File: src/rtl/mem_arbiter.sv
`default_nettype none
// ============================================================================
// Module   : mem_arbiter
// Brief    : Shares a single-ported RAM between fetch and data paths; data wins
//            with a starvation guard for fetch. Optional MEM_ARB_STATS_EN adds
//            access and stall counters.
// Revision : 1.0 - initial release
// ============================================================================
module mem_arbiter #(
    parameter int MAX_DSTREAK = 4,
    parameter int TIMEOUT     = 64
) (
    input  logic        CLK,
    input  logic        nRST,
    input  logic        iREN,
    input  logic [31:0] iaddr,
    input  logic        dREN,
    input  logic        dWEN,
    input  logic [31:0] daddr,
    input  logic [31:0] dstore,
    input  logic [1:0]  ramstate,
    input  logic [31:0] ramload,
    output logic        iwait,
    output logic        dwait,
    output logic [31:0] iload,
    output logic [31:0] dload,
    output logic        ramREN,
    output logic        ramWEN,
    output logic [31:0] ramaddr,
    output logic [31:0] ramstore,
    output logic        err,
    output logic        timeout
`ifdef MEM_ARB_STATS_EN
    ,
    output logic [31:0] icount,
    output logic [31:0] dcount,
    output logic [31:0] stall_cycles
`endif
);

    localparam logic [1:0] c_RAM_ACCESS  = 2'd2;
    localparam logic [1:0] c_RAM_ERROR   = 2'd3;
    localparam logic [1:0] c_ST_IDLE     = 2'd0;
    localparam logic [1:0] c_ST_DGRANT   = 2'd1;
    localparam logic [1:0] c_ST_IGRANT   = 2'd2;
    localparam logic [3:0] c_MAX_DSTREAK = 4'(MAX_DSTREAK);
    localparam logic [7:0] c_TIMEOUT     = 8'(TIMEOUT);

    typedef enum logic [1:0] {
        IDLE   = c_ST_IDLE,
        DGRANT = c_ST_DGRANT,
        IGRANT = c_ST_IGRANT
    } state_t;

    state_t     r_state;
    logic [3:0] r_dstreak;
    logic [7:0] r_wait_cnt;
    logic       r_err;
    logic       r_timeout;

    logic       w_dreq;
    logic       w_ram_done;
    logic       w_dcomplete;
    logic       w_icomplete;
    logic [7:0] w_wait_next;

    assign w_dreq      = dREN | dWEN;
    assign w_ram_done  = (ramstate == c_RAM_ACCESS) || (ramstate == c_RAM_ERROR);
    assign w_dcomplete = (r_state == DGRANT) && w_dreq && w_ram_done;
    assign w_icomplete = (r_state == IGRANT) && iREN && w_ram_done;
    assign w_wait_next = (r_wait_cnt == 8'hFF) ? r_wait_cnt : r_wait_cnt + 8'd1;

    assign err     = r_err;
    assign timeout = r_timeout;

    // RAM side follows the live request so a dropped request releases the RAM at once
    always_comb begin
        iwait    = iREN;
        dwait    = w_dreq;
        iload    = '0;
        dload    = '0;
        ramREN   = 1'b0;
        ramWEN   = 1'b0;
        ramaddr  = '0;
        ramstore = '0;
        case (r_state)
            DGRANT: begin
                ramREN   = dREN;
                ramWEN   = dWEN;
                ramaddr  = daddr;
                ramstore = dstore;
                if (w_dcomplete) begin
                    dwait = 1'b0;
                    dload = ramload;
                end
            end
            IGRANT: begin
                ramREN  = iREN;
                ramaddr = iaddr;
                if (w_icomplete) begin
                    iwait = 1'b0;
                    iload = ramload;
                end
            end
            default: ;
        endcase
    end

    always_ff @(posedge CLK or negedge nRST) begin
        if (!nRST) begin
            r_state    <= IDLE;
            r_dstreak  <= '0;
            r_wait_cnt <= '0;
            r_err      <= 1'b0;
            r_timeout  <= 1'b0;
        end else begin
            case (r_state)
                IDLE: begin
                    if (w_dreq && (!iREN || (r_dstreak < c_MAX_DSTREAK))) begin
                        r_state <= DGRANT;
                    end else if (iREN) begin
                        r_state <= IGRANT;
                    end
                end
                DGRANT: begin
                    if (w_dcomplete) begin
                        r_state <= IDLE;
                        // streak only grows while fetch is actually waiting
                        if (!iREN) begin
                            r_dstreak <= '0;
                        end else if (r_dstreak != 4'hF) begin
                            r_dstreak <= r_dstreak + 4'd1;
                        end
                    end else if (!w_dreq) begin
                        r_state <= IDLE;
                    end
                end
                IGRANT: begin
                    if (w_icomplete || !iREN) begin
                        r_state   <= IDLE;
                        r_dstreak <= '0;
                    end
                end
                default: r_state <= IDLE;
            endcase

            if (r_state == IDLE) begin
                r_wait_cnt <= '0;
            end else begin
                r_wait_cnt <= w_wait_next;
                if (w_wait_next >= c_TIMEOUT) begin
                    r_timeout <= 1'b1;
                end
            end

            if ((w_dcomplete || w_icomplete) && (ramstate == c_RAM_ERROR)) begin
                r_err <= 1'b1;
            end
        end
    end

`ifdef MEM_ARB_STATS_EN
    logic [31:0] r_icount;
    logic [31:0] r_dcount;
    logic [31:0] r_stall_cycles;

    always_ff @(posedge CLK or negedge nRST) begin
        if (!nRST) begin
            r_icount       <= '0;
            r_dcount       <= '0;
            r_stall_cycles <= '0;
        end else begin
            if (w_icomplete) begin
                r_icount <= r_icount + 32'd1;
            end
            if (w_dcomplete) begin
                r_dcount <= r_dcount + 32'd1;
            end
            if (iREN && iwait) begin
                r_stall_cycles <= r_stall_cycles + 32'd1;
            end
        end
    end

    assign icount       = r_icount;
    assign dcount       = r_dcount;
    assign stall_cycles = r_stall_cycles;
`endif

endmodule
`default_nettype wire

File: config.mk
export PLATFORM = sky130hd
export DESIGN_NAME = mem_arbiter
export DESIGN_NICKNAME = d
export VERILOG_FILES = /design/src/rtl/mem_arbiter.sv
export SDC_FILE = /design/constraint.sdc
export NUM_CORES = 1
export LEC_CHECK = 0
export CAP_MARGIN = 40
export CORE_AREA = 2 2 106 108
export CTS_CLUSTER_SIZE = 24
export DETAILED_ROUTE_END_ITERATION = 12
export DIE_AREA = 0 0 108 110
export GPL_TIMING_DRIVEN = 0
export PLACE_DENSITY = 0.69
export SYNTH_ARGS = -nofsm -noshare
export SYNTH_HDL_FRONTEND = slang
export SYNTH_SLANG_ARGS = --single-unit
File: constraint.sdc
create_clock -name CLK -period 1.55 [get_ports CLK]
set_input_delay 0.31 -clock CLK [delete_from_list [all_inputs] [get_ports CLK]]
set_output_delay 0.31 -clock CLK [all_outputs]
set_load 0.01 [all_outputs]
Word-level counts from Yosys, hierarchy flattened

Cells that the tools add are included.

Word-level logic and storage cells: 63
Flip-flop bits (word level): 16

Eq/ne operators: 11
Muxes and demuxes: 25
Order comparisons: 2
Bitwise logic cells: 2
Reductions and logical operators: 16
$add $sub $neg: 2

Operator list:

| kind                                                                                 | count |
|---|---|
| 32-bit two-way mux                                                                   | 5 |
| 32-bit one-hot mux with 2 select lines                                               | 1 |
| 4-bit two-way mux                                                                    | 4 |
| 8-bit two-way mux                                                                    | 2 |
| 2-bit two-way mux                                                                    | 5 |
| 8-bit by 1-bit adder with 8-bit output (second input constant)                       | 1 |
| 8-bit == test (second input constant)                                                | 1 |
| 8-bit by 7-bit greater-or-equal comparator with 1-bit output (second input constant) | 1 |
| 4-bit one-hot mux with 2 select lines                                                | 1 |
| 2-bit == test (second input constant)                                                | 3 |
| 1-bit logical AND                                                                    | 6 |
| 3-bit != test (second input constant)                                                | 2 |
| 2-bit one-hot mux with 3 select lines                                                | 1 |
| 1-bit two-way mux                                                                    | 5 |
| 4-bit by 1-bit adder with 4-bit output (second input constant)                       | 1 |
| 1-bit logical OR                                                                     | 4 |
| 4-bit by 3-bit less-than comparator with 1-bit output (second input constant)        | 1 |
| 4-bit != test (second input constant)                                                | 1 |
| 4-bit AND reduction                                                                  | 1 |
| 3-bit by 2-bit != test with 1-bit output (second input constant)                     | 1 |
| 3-bit AND reduction                                                                  | 1 |
| 2-bit by 1-bit == test with 1-bit output (second input constant)                     | 1 |
| 2-bit logical NOT                                                                    | 1 |
| 2-bit by 1-bit != test with 1-bit output (second input constant)                     | 1 |
| 7 further kinds                                                                      | 7 |

Depth between registers and ports, before layout

Gate-level depths: netlist (run 1).

Depth after elaboration: 6
Mapped depth: 7
Gate-level depth less buffers: 6

Worst setup path before layout (run 1)

OpenSTA, ideal clock, no wires.

Path kind: flip-flop to output port
Start: register r_state[0]
End: output ramaddr[10]
Stages on the path, launching flop included: 7
Path buffers: 2
Arrival time: 1.353 ns
Path slack: -0.113 ns
Cells stage by stage: dfrtp_1 -> inv_1 -> ha_1 -> buf_2 -> buf_1 -> a22oi_1 -> nor2b_1

Cells in the longest elaborated chain, start to end: 2
Elaborated cells on any way between the ends: 3
Classes of those cells: eq/ne (2); mux (1)

RTL lines:

| element                                                                          | line | source |
|---|---|---|
| start: declaration                                                               | 55   | `state_t r_state;` |
| start signal: assignment                                                         | 111  | `r_state <= IDLE;` |
| start signal: assignment                                                         | 120  | `r_state <= DGRANT;` |
| start signal: assignment                                                         | 122  | `r_state <= IGRANT;` |
| 2-bit == test / 2-bit by 1-bit == test with 1-bit output (equally long branches) | 86   | `case (r_state)` |
| 32-bit one-hot mux with 2 select lines *                                         | 86   |  |
| end: declaration                                                                 | 29   | `output logic [31:0] ramaddr,` |

Every way passes the cells marked *; elsewhere a longest branch is shown, timed or not.

Final worst setup path (run 1)

Start: input dREN
End: output dload[22]

Cells in the longest elaborated chain, start to end: 5

RTL lines:

| element                        | line | source |
|---|---|---|
| start: declaration             | 17   | `input logic dREN,` |
| 1-bit bitwise OR               | 67   | `assign w_dreq = dREN \| dWEN;` |
| 1-bit logical AND (2 in a row) | 69   | `assign w_dcomplete = (r_state == DGRANT) && w_dreq && w_ram_done;` |
| 32-bit two-way mux             | 92   | `if (w_dcomplete) begin` |
| 32-bit two-way mux             | 86   |  |
| end: declaration               | 26   | `output logic [31:0] dload,` |

No other way between the ends.

==> impl_metrics.yaml, run 1 <==
sta:
  fin_crit_sh_pct: 134
  rsz0062_at_grt: "true"
  worstMarginPinSlew_ns: 0.685
  whs_ns: 0.468
  fin_skew_ns: 0.00279
  fmax_mhz: 481
  finalHoldViolations: 0
  max_slew_margin_pct: 54.2
  fin_crit_ns: 2.08
  slew_violations: 0
  finalSetupViolations: 136
  layout_setup_ws_ns: -0.527
pwr:
  power_frac_clock_pct: 3.6
  power_density_nw_per_um2: 1300
  swShare_pct: 37.4
  intPower_mw: 5.20
  power_frac_comb_pct: 88.5
  switchingPower_mw: 3.10
  seqPwrFrac_pct: 7.8
  p_total_mw: 8.30
  p_leak_nw: 2.87
  peakVddDrop_uv: 885
finish:
  diodes: 0
  final_net_count: 738
  final_cell_mix: "clkdlybuf4s50_1 (134), buf_6 (130), and2_4 (91)"
  layout.cells.most_common: "clkdlybuf4s50_1"
  syn2layout_area_growth_pct: 204
  final_util_pct: 59.5
  drive_gt1_share_pct: 61.1
  fin_cells: 736
logic_synthesis:
  synthCells: 278
  synth_seq_cells: 16
  synthTopCellsByArea: "and2_1 (29%), dfrtp_1 (19%), a22oi_1 (11%)"
  post-synth-top-area-cell: "and2_1"
  synth_edf_count: 0
  synthFlopType: "dfrtp_1"
  synthesis.nets: 418
  synth_cell_types: 42
  synth_area_um2: 2090
  yosysWarnings: 0
  postSynth.asyncResetShare_pct: 100
  yosysTopAreaCellShare_pct: 29.0
  syn-mean-instance-area_um2: 7.53
  synth-seq-area-share_pct: 19.1
clock_network:
  numCtsBuffers: 3
  htreeDepth: 1
  cts_tree: "built"
  cts.sink_count: 16
  root_buffer: "clkbuf_8"
  cts_hold_buf: 0
  clk-insertion-delay-late_ns: 0.25
  cts_buffer_depth: 2
  clkTransAtPathRegs_ns: 0.06
floorplanning:
  die_width_um: 108
  fp.dieH_um: 110
  rows: 38
  die_area_um2: 11900
  start_util_pct: 19.6
  ios: 269
  coreArea_um2: 10700
critical_path:
  crit_path_end_kind: "output pin"
  startpoint_type: "input port"
  worstSetupPathType: "input port to output pin"
  required_ns: 1.24
  crit_arrival_ns: 1.77
  cp_max_fo: 5
route:
  dr.pass1.iters: 4
  drtIter0Drc: 109
  viasPerCell: 4.46
  wl_per_cell_um: 17.6
  via_count: 3283
  postRouteAntennaNets: 0
  drc: 0
  drt_wl_total_um: 13000
global_route:
  grt_usage_pct: 18.4
  grt_max_degree: 17
  grt_pass1_wl_um: 17300
  antenna_found_initial: 0
  grt_pass1_vias: 3295
  grt-ovfl-total: 0
hold_path:
  hp-class: "input port to asynchronous set/reset pin"
run_status:
  status: "finished, violations left"
  violations: "negative setup slack"
place:
  place_ws_ns: -0.981
  io_buffer_count: 268
  placed_cells: 686
  gp_congestion: 0.823
  hpwlAfterDp_um: 9240
run:
  cap_violations: 0
==> state kept, by name (all words and copies together), names as in the netlist <==
signal / flops
r_state: 2
err: 1
timeout: 1
r_wait_cnt: 8
r_dstreak: 4
==> metrics by stage <==
| step | instance area [um^2] | TNS, ns |
|---|---|---|
| 6_report | 6370 | -55.74 |
| 5_1_grt | 6370 | -63.83 |
| 4_1_cts | 5620 | -58.39 |
| 3_5_place_dp | 5080 | -103.74 |
| 3_3_place_gp | 5080 | -99.82 |
| 2_1_floorplan | 2230 | -3.45 |
==> Yosys cell counts, types with 4 or more instances <==
| master | number |
|---|---|
| inv_1 | 7 |
| a22oi_1 | 32 |
| o21ai_0 | 5 |
| and2_1 | 97 |
| mux2i_1 | 4 |
| a21oi_1 | 4 |
| clkbuf_1 | 12 |
| buf_2 | 5 |
| nand2_1 | 8 |
| nor2b_1 | 32 |
| nor2_1 | 8 |
| ha_1 | 5 |
| dfrtp_1 | 16 |
==> cells by family (layout without fill, tap and decap cells) <==
group | Yosys count | after routing | share of synthesized area, %
XOR/XNOR | 3 | 3 | 1.25
multiplexers | 5 | 5 | 2.45
buffers and inverters | 29 | 347 | 6.09
adder cells (fa/ha/maj) | 5 | 5 | 2.99
AND/OR/NAND/NOR | 164 | 164 | 48.1
AO/OA/AOI/OAI | 56 | 56 | 20.0
flip-flops | 16 | 16 | 19.1
==> cell type report <==
class	count	area [um^2]
buffer	19	294
fill	885	4330
inverter	7	26.3
sequential	16	400
tap	140	175
timing repair buffer	318	3290
clock buffer	3	41.3
multi-input combinational	233	2140
==> routing by layer <==
layer  global-route usage, %  up-vias  share of wire (%)
met5                       0        -                  0
met4                    2.93        0                1.0
met3                    3.29       12                5.9
met2                    35.4      121                 56
li1                        -     1574                  -
met1                    21.5     1576                 37
==> power by group through the flow <==
stage / sequential (mW) / combinational (mW) / clock (mW)
2_1_floorplan: 0.613 / 2.23 / 0
3_3_place_gp: 0.624 / 4.35 / 0
3_5_place_dp: 0.637 / 4.41 / 0
4_1_cts: 0.648 / 5.59 / 0.317
5_1_grt: 0.661 / 7.78 / 0.333
6_report: 0.650 / 7.35 / 0.302
==> what timing repair did <==
| item | in CTS | in global routing |
|---|---|---|
| gates resized for setup | 697 | 164 |
| pin swaps | 59 | 28 |
| gates cloned | 10 | 3 |
| setup endpoints to repair | 135 | 139 |
| setup buffers | 27 | 11 |
==> critical path, cell delays in order <==
cell	delay [ns]
clkdlybuf4s50_1	0.51
o211a_4	0.31
buf_6	0.12
buf_6	0.11
clkbuf_8	0.14
and2_4	0.15
buf_6	0.11
==> worst paths after layout <==
| check | start | cells after the start | end | slack (ns) |
|---|---|---|---|---|
| max | dREN | 7 | dload[22] | -0.53 |
| min | nRST | 1 | r_wait_cnt[5]$_DFF_PN0_ | 0.47 |
| max reg2reg | r_state[1]$_DFFE_PN0P_ | 9 | r_dstreak[0]$_DFFE_PN0P_ | -0.22 |
| min reg2reg | err$_DFFE_PN0P_ | 1 | err$_DFFE_PN0P_ | 0.47 |
| max in group asynchronous | nRST | 1 | err$_DFFE_PN0P_ | 0.64 |
| min in group CLK | err$_DFFE_PN0P_ | 1 | err$_DFFE_PN0P_ | 0.47 |
(Power assumes the default switching activity.)
==> run 2, diff against run 1 <==
Settings changed: ABC_AREA set to 1, REMOVE_ABC_BUFFERS set to 1.
==> impl_metrics.yaml, run 2 <==
run_status:
  status: "finished, violations left"
  violations: "negative setup slack"
logic_synthesis:
  synth_common_cells: "nand2_1 (125), inv_1 (88), nor2_1 (77)"
  synthCells: 409
  yosysWarnings: 0
  synth_cell_types: 26
  post-synth-top-area-cell: "nand2_1"
  yosysTopAreaCellShare_pct: 22.3
  synth-seq-area-share_pct: 19.1
  yosysMostFrequentCell: "nand2_1"
  synth_area_um2: 2100
  synthFlopType: "dfrtp_1"
  synth_edf_count: 0
  postSynth.asyncResetShare_pct: 100
  syn-mean-instance-area_um2: 5.14
  synth_seq_cells: 16
  synthTopCellsByArea: "nand2_1 (22%), dfrtp_1 (19%), inv_1 (16%)"
clock_network:
  clk-insertion-delay-late_ns: 0.25
  cts_buffer_depth: 2
  htreeDepth: 1
  clkTransAtPathRegs_ns: 0.06
  cts_tree: "built"
  root_buffer: "clkbuf_8"
  numCtsBuffers: 3
  cts.sink_count: 16
route:
  viasPerCell: 4.22
  drt_wl_total_um: 13100
  postRouteAntennaNets: 0
  wl_per_cell_um: 15.3
  drc: 0
  dr.pass1.iters: 4
  drtIter0Drc: 234
  via_count: 3613
hold_path:
  min_from: "err$_DFFE_PN0P_"
  hp-class: "flop to flop"
sta:
  max_slew_margin_pct: 51.4
  finalSetupViolations: 137
  worstMarginPinSlew_ns: 0.727
  layout_setup_ws_ns: -0.471
  fin_skew_ns: 0.00426
  finalHoldViolations: 0
  whs_ns: 0.454
  rsz0062_at_grt: "true"
  fin_crit_ns: 2.02
  fmax_mhz: 495
  slew_violations: 0
  fin_crit_sh_pct: 130
critical_path:
  cp-startpoint: "r_state[0]$_DFFE_PN0P_"
  cp_max_fo: 7
  crit_arrival_ns: 1.71
  crit_path_end_kind: "output pin"
  worstSetupPathType: "flop to output pin"
  startpoint_type: "flop"
  required_ns: 1.24
  rr_startpoint: "r_state[0]$_DFFE_PN0P_"
floorplanning:
  die_width_um: 108
  die_area_um2: 11900
  fp.dieH_um: 110
  coreArea_um2: 10700
  start_util_pct: 19.6
  ios: 269
  rows: 38
place:
  gp_congestion: 0.824
  hpwlAfterDp_um: 8940
  io_buffer_count: 268
finish:
  syn2layout_area_growth_pct: 169
  final_cell_mix: "clkdlybuf4s50_1 (135), nand2_1 (122), buf_2 (99)"
  final_util_pct: 52.8
  largest_reg_flops: 8
  final_net_count: 856
  layout.cells.most_common: "clkdlybuf4s50_1"
  n_fill_cell: 1044
  drive_gt1_share_pct: 39.6
  reg_top3: "r_wait_cnt x8, r_dstreak x4, r_state x2"
  regMostFlops: "r_wait_cnt"
global_route:
  antenna_found_initial: 1
  use_met3_pct: 3.64
  grt-ovfl-total: 0
  grt_max_degree: 21
  use_met2_pct: 32.7
  grt_usage_pct: 18.3
  grt_pass1_wl_um: 17300
  busiest_layer: "met2"
  grt_pass1_vias: 3234
  met1_usage_pct: 23.8
pwr:
  p_leak_nw: 2.94
  peakVddDrop_uv: 773
  intPower_mw: 4.05
  power_frac_comb_pct: 87.1
  power_frac_clock_pct: 4.9
  switchingPower_mw: 3.49
  swShare_pct: 46.3
  seqPwrFrac_pct: 8.0
  power_density_nw_per_um2: 1330
run:
  cap_violations: 0
## run 2: timing repair
| action | in CTS | in global routing |
|---|---|---|
| hold buffers | 0 | 0 |
| pin swaps | 7 | 8 |
| gates resized for setup | 584 | 110 |
| endpoints found under the setup margin | 139 | 139 |
| buffers inserted | 30 | 8 |
| gates cloned | 7 | 7 |
## run 2: path summary, 6_finish.rpt
kind | endpoint | slack [ns] | cells past startpoint
max in group asynchronous | err$_DFFE_PN0P_ | 0.60 | 1
worst max-delay path | ramaddr[7] | -0.47 | 8
worst max register to register | r_dstreak[0]$_DFFE_PN0P_ | -0.16 | 11
worst min register to register | err$_DFFE_PN0P_ | 0.45 | 1
worst min-delay path | err$_DFFE_PN0P_ | 0.45 | 1
min in group asynchronous | r_wait_cnt[7]$_DFF_PN0_ | 0.49 | 1
## run 2: kinds of logic (layout without fill, tap and decap cells)
| kind of cell | Yosys count | in the layout | synth area share [%] |
|---|---|---|---|
| AND/OR/NAND/NOR | 225 | 229 | 43.4 |
| buffers and inverters | 111 | 413 | 21.4 |
| AO/OA/AOI/OAI | 51 | 51 | 12.8 |
| flip-flops | 16 | 16 | 19.1 |
| adder cells (fa/ha/maj) | 5 | 5 | 2.98 |
| XOR/XNOR | 1 | 1 | 0.417 |
| other | 0 | 2 | 0 |
## run 2: cell type report
class                      instances  area (um^2)  area share, %
antenna                            2         5.00         0.0886
clock buffer                       4         55.1          0.975
inverter                          90          363           6.43
multi-input combinational        286         1720           30.5
sequential                        16          400           7.09
tap                              140          175           3.10
timing repair buffer             315         2870           50.9
timing repair inverter             4         53.8          0.953
## run 2: metrics by stage
stage	setup slack [ns]	total power, mW	instances	area (um^2)	setup TNS [ns]
after CTS	-0.491	6.41	840	5190	-44.93
after global placement	-2.29	4.35	796	4850	-259.55
after detailed placement	-1.19	5.05	799	4910	-124.26
final	-0.471	7.54	857	5650	-46.79
after global routing	-0.521	8.05	855	5640	-55.57
after floorplan	-1.13	2.56	388	1990	-112.88
## run 2: worst max-delay path, cell delays in order (launching register included)
cell and delay (ns):
dfrtp_1 0.38, inv_2 0.08, ha_4 0.28, clkinvlp_4 0.09, buf_12 0.15, buf_12 0.13, buf_6 0.11, a21oi_1 0.10
buf_2 0.14
## run 2: metal layers
| metal | routed length (um) | part of all wire [%] |
|---|---|---|
| met4 | 38 | 0.29 |
| met2 | 6770 | 52 |
| met5 | 0 | 0 |
| met3 | 994 | 7.6 |
| met1 | 5320 | 41 |
## run 2: power by group through the flow
stage | registers [mW] | logic, mW | clock network [mW]
6_report | 0.606 | 6.56 | 0.369
5_1_grt | 0.624 | 7.03 | 0.395
4_1_cts | 0.606 | 5.43 | 0.378
3_5_place_dp | 0.617 | 4.43 | 0
3_3_place_gp | 0.608 | 3.74 | 0
2_1_floorplan | 0.598 | 1.96 | 0
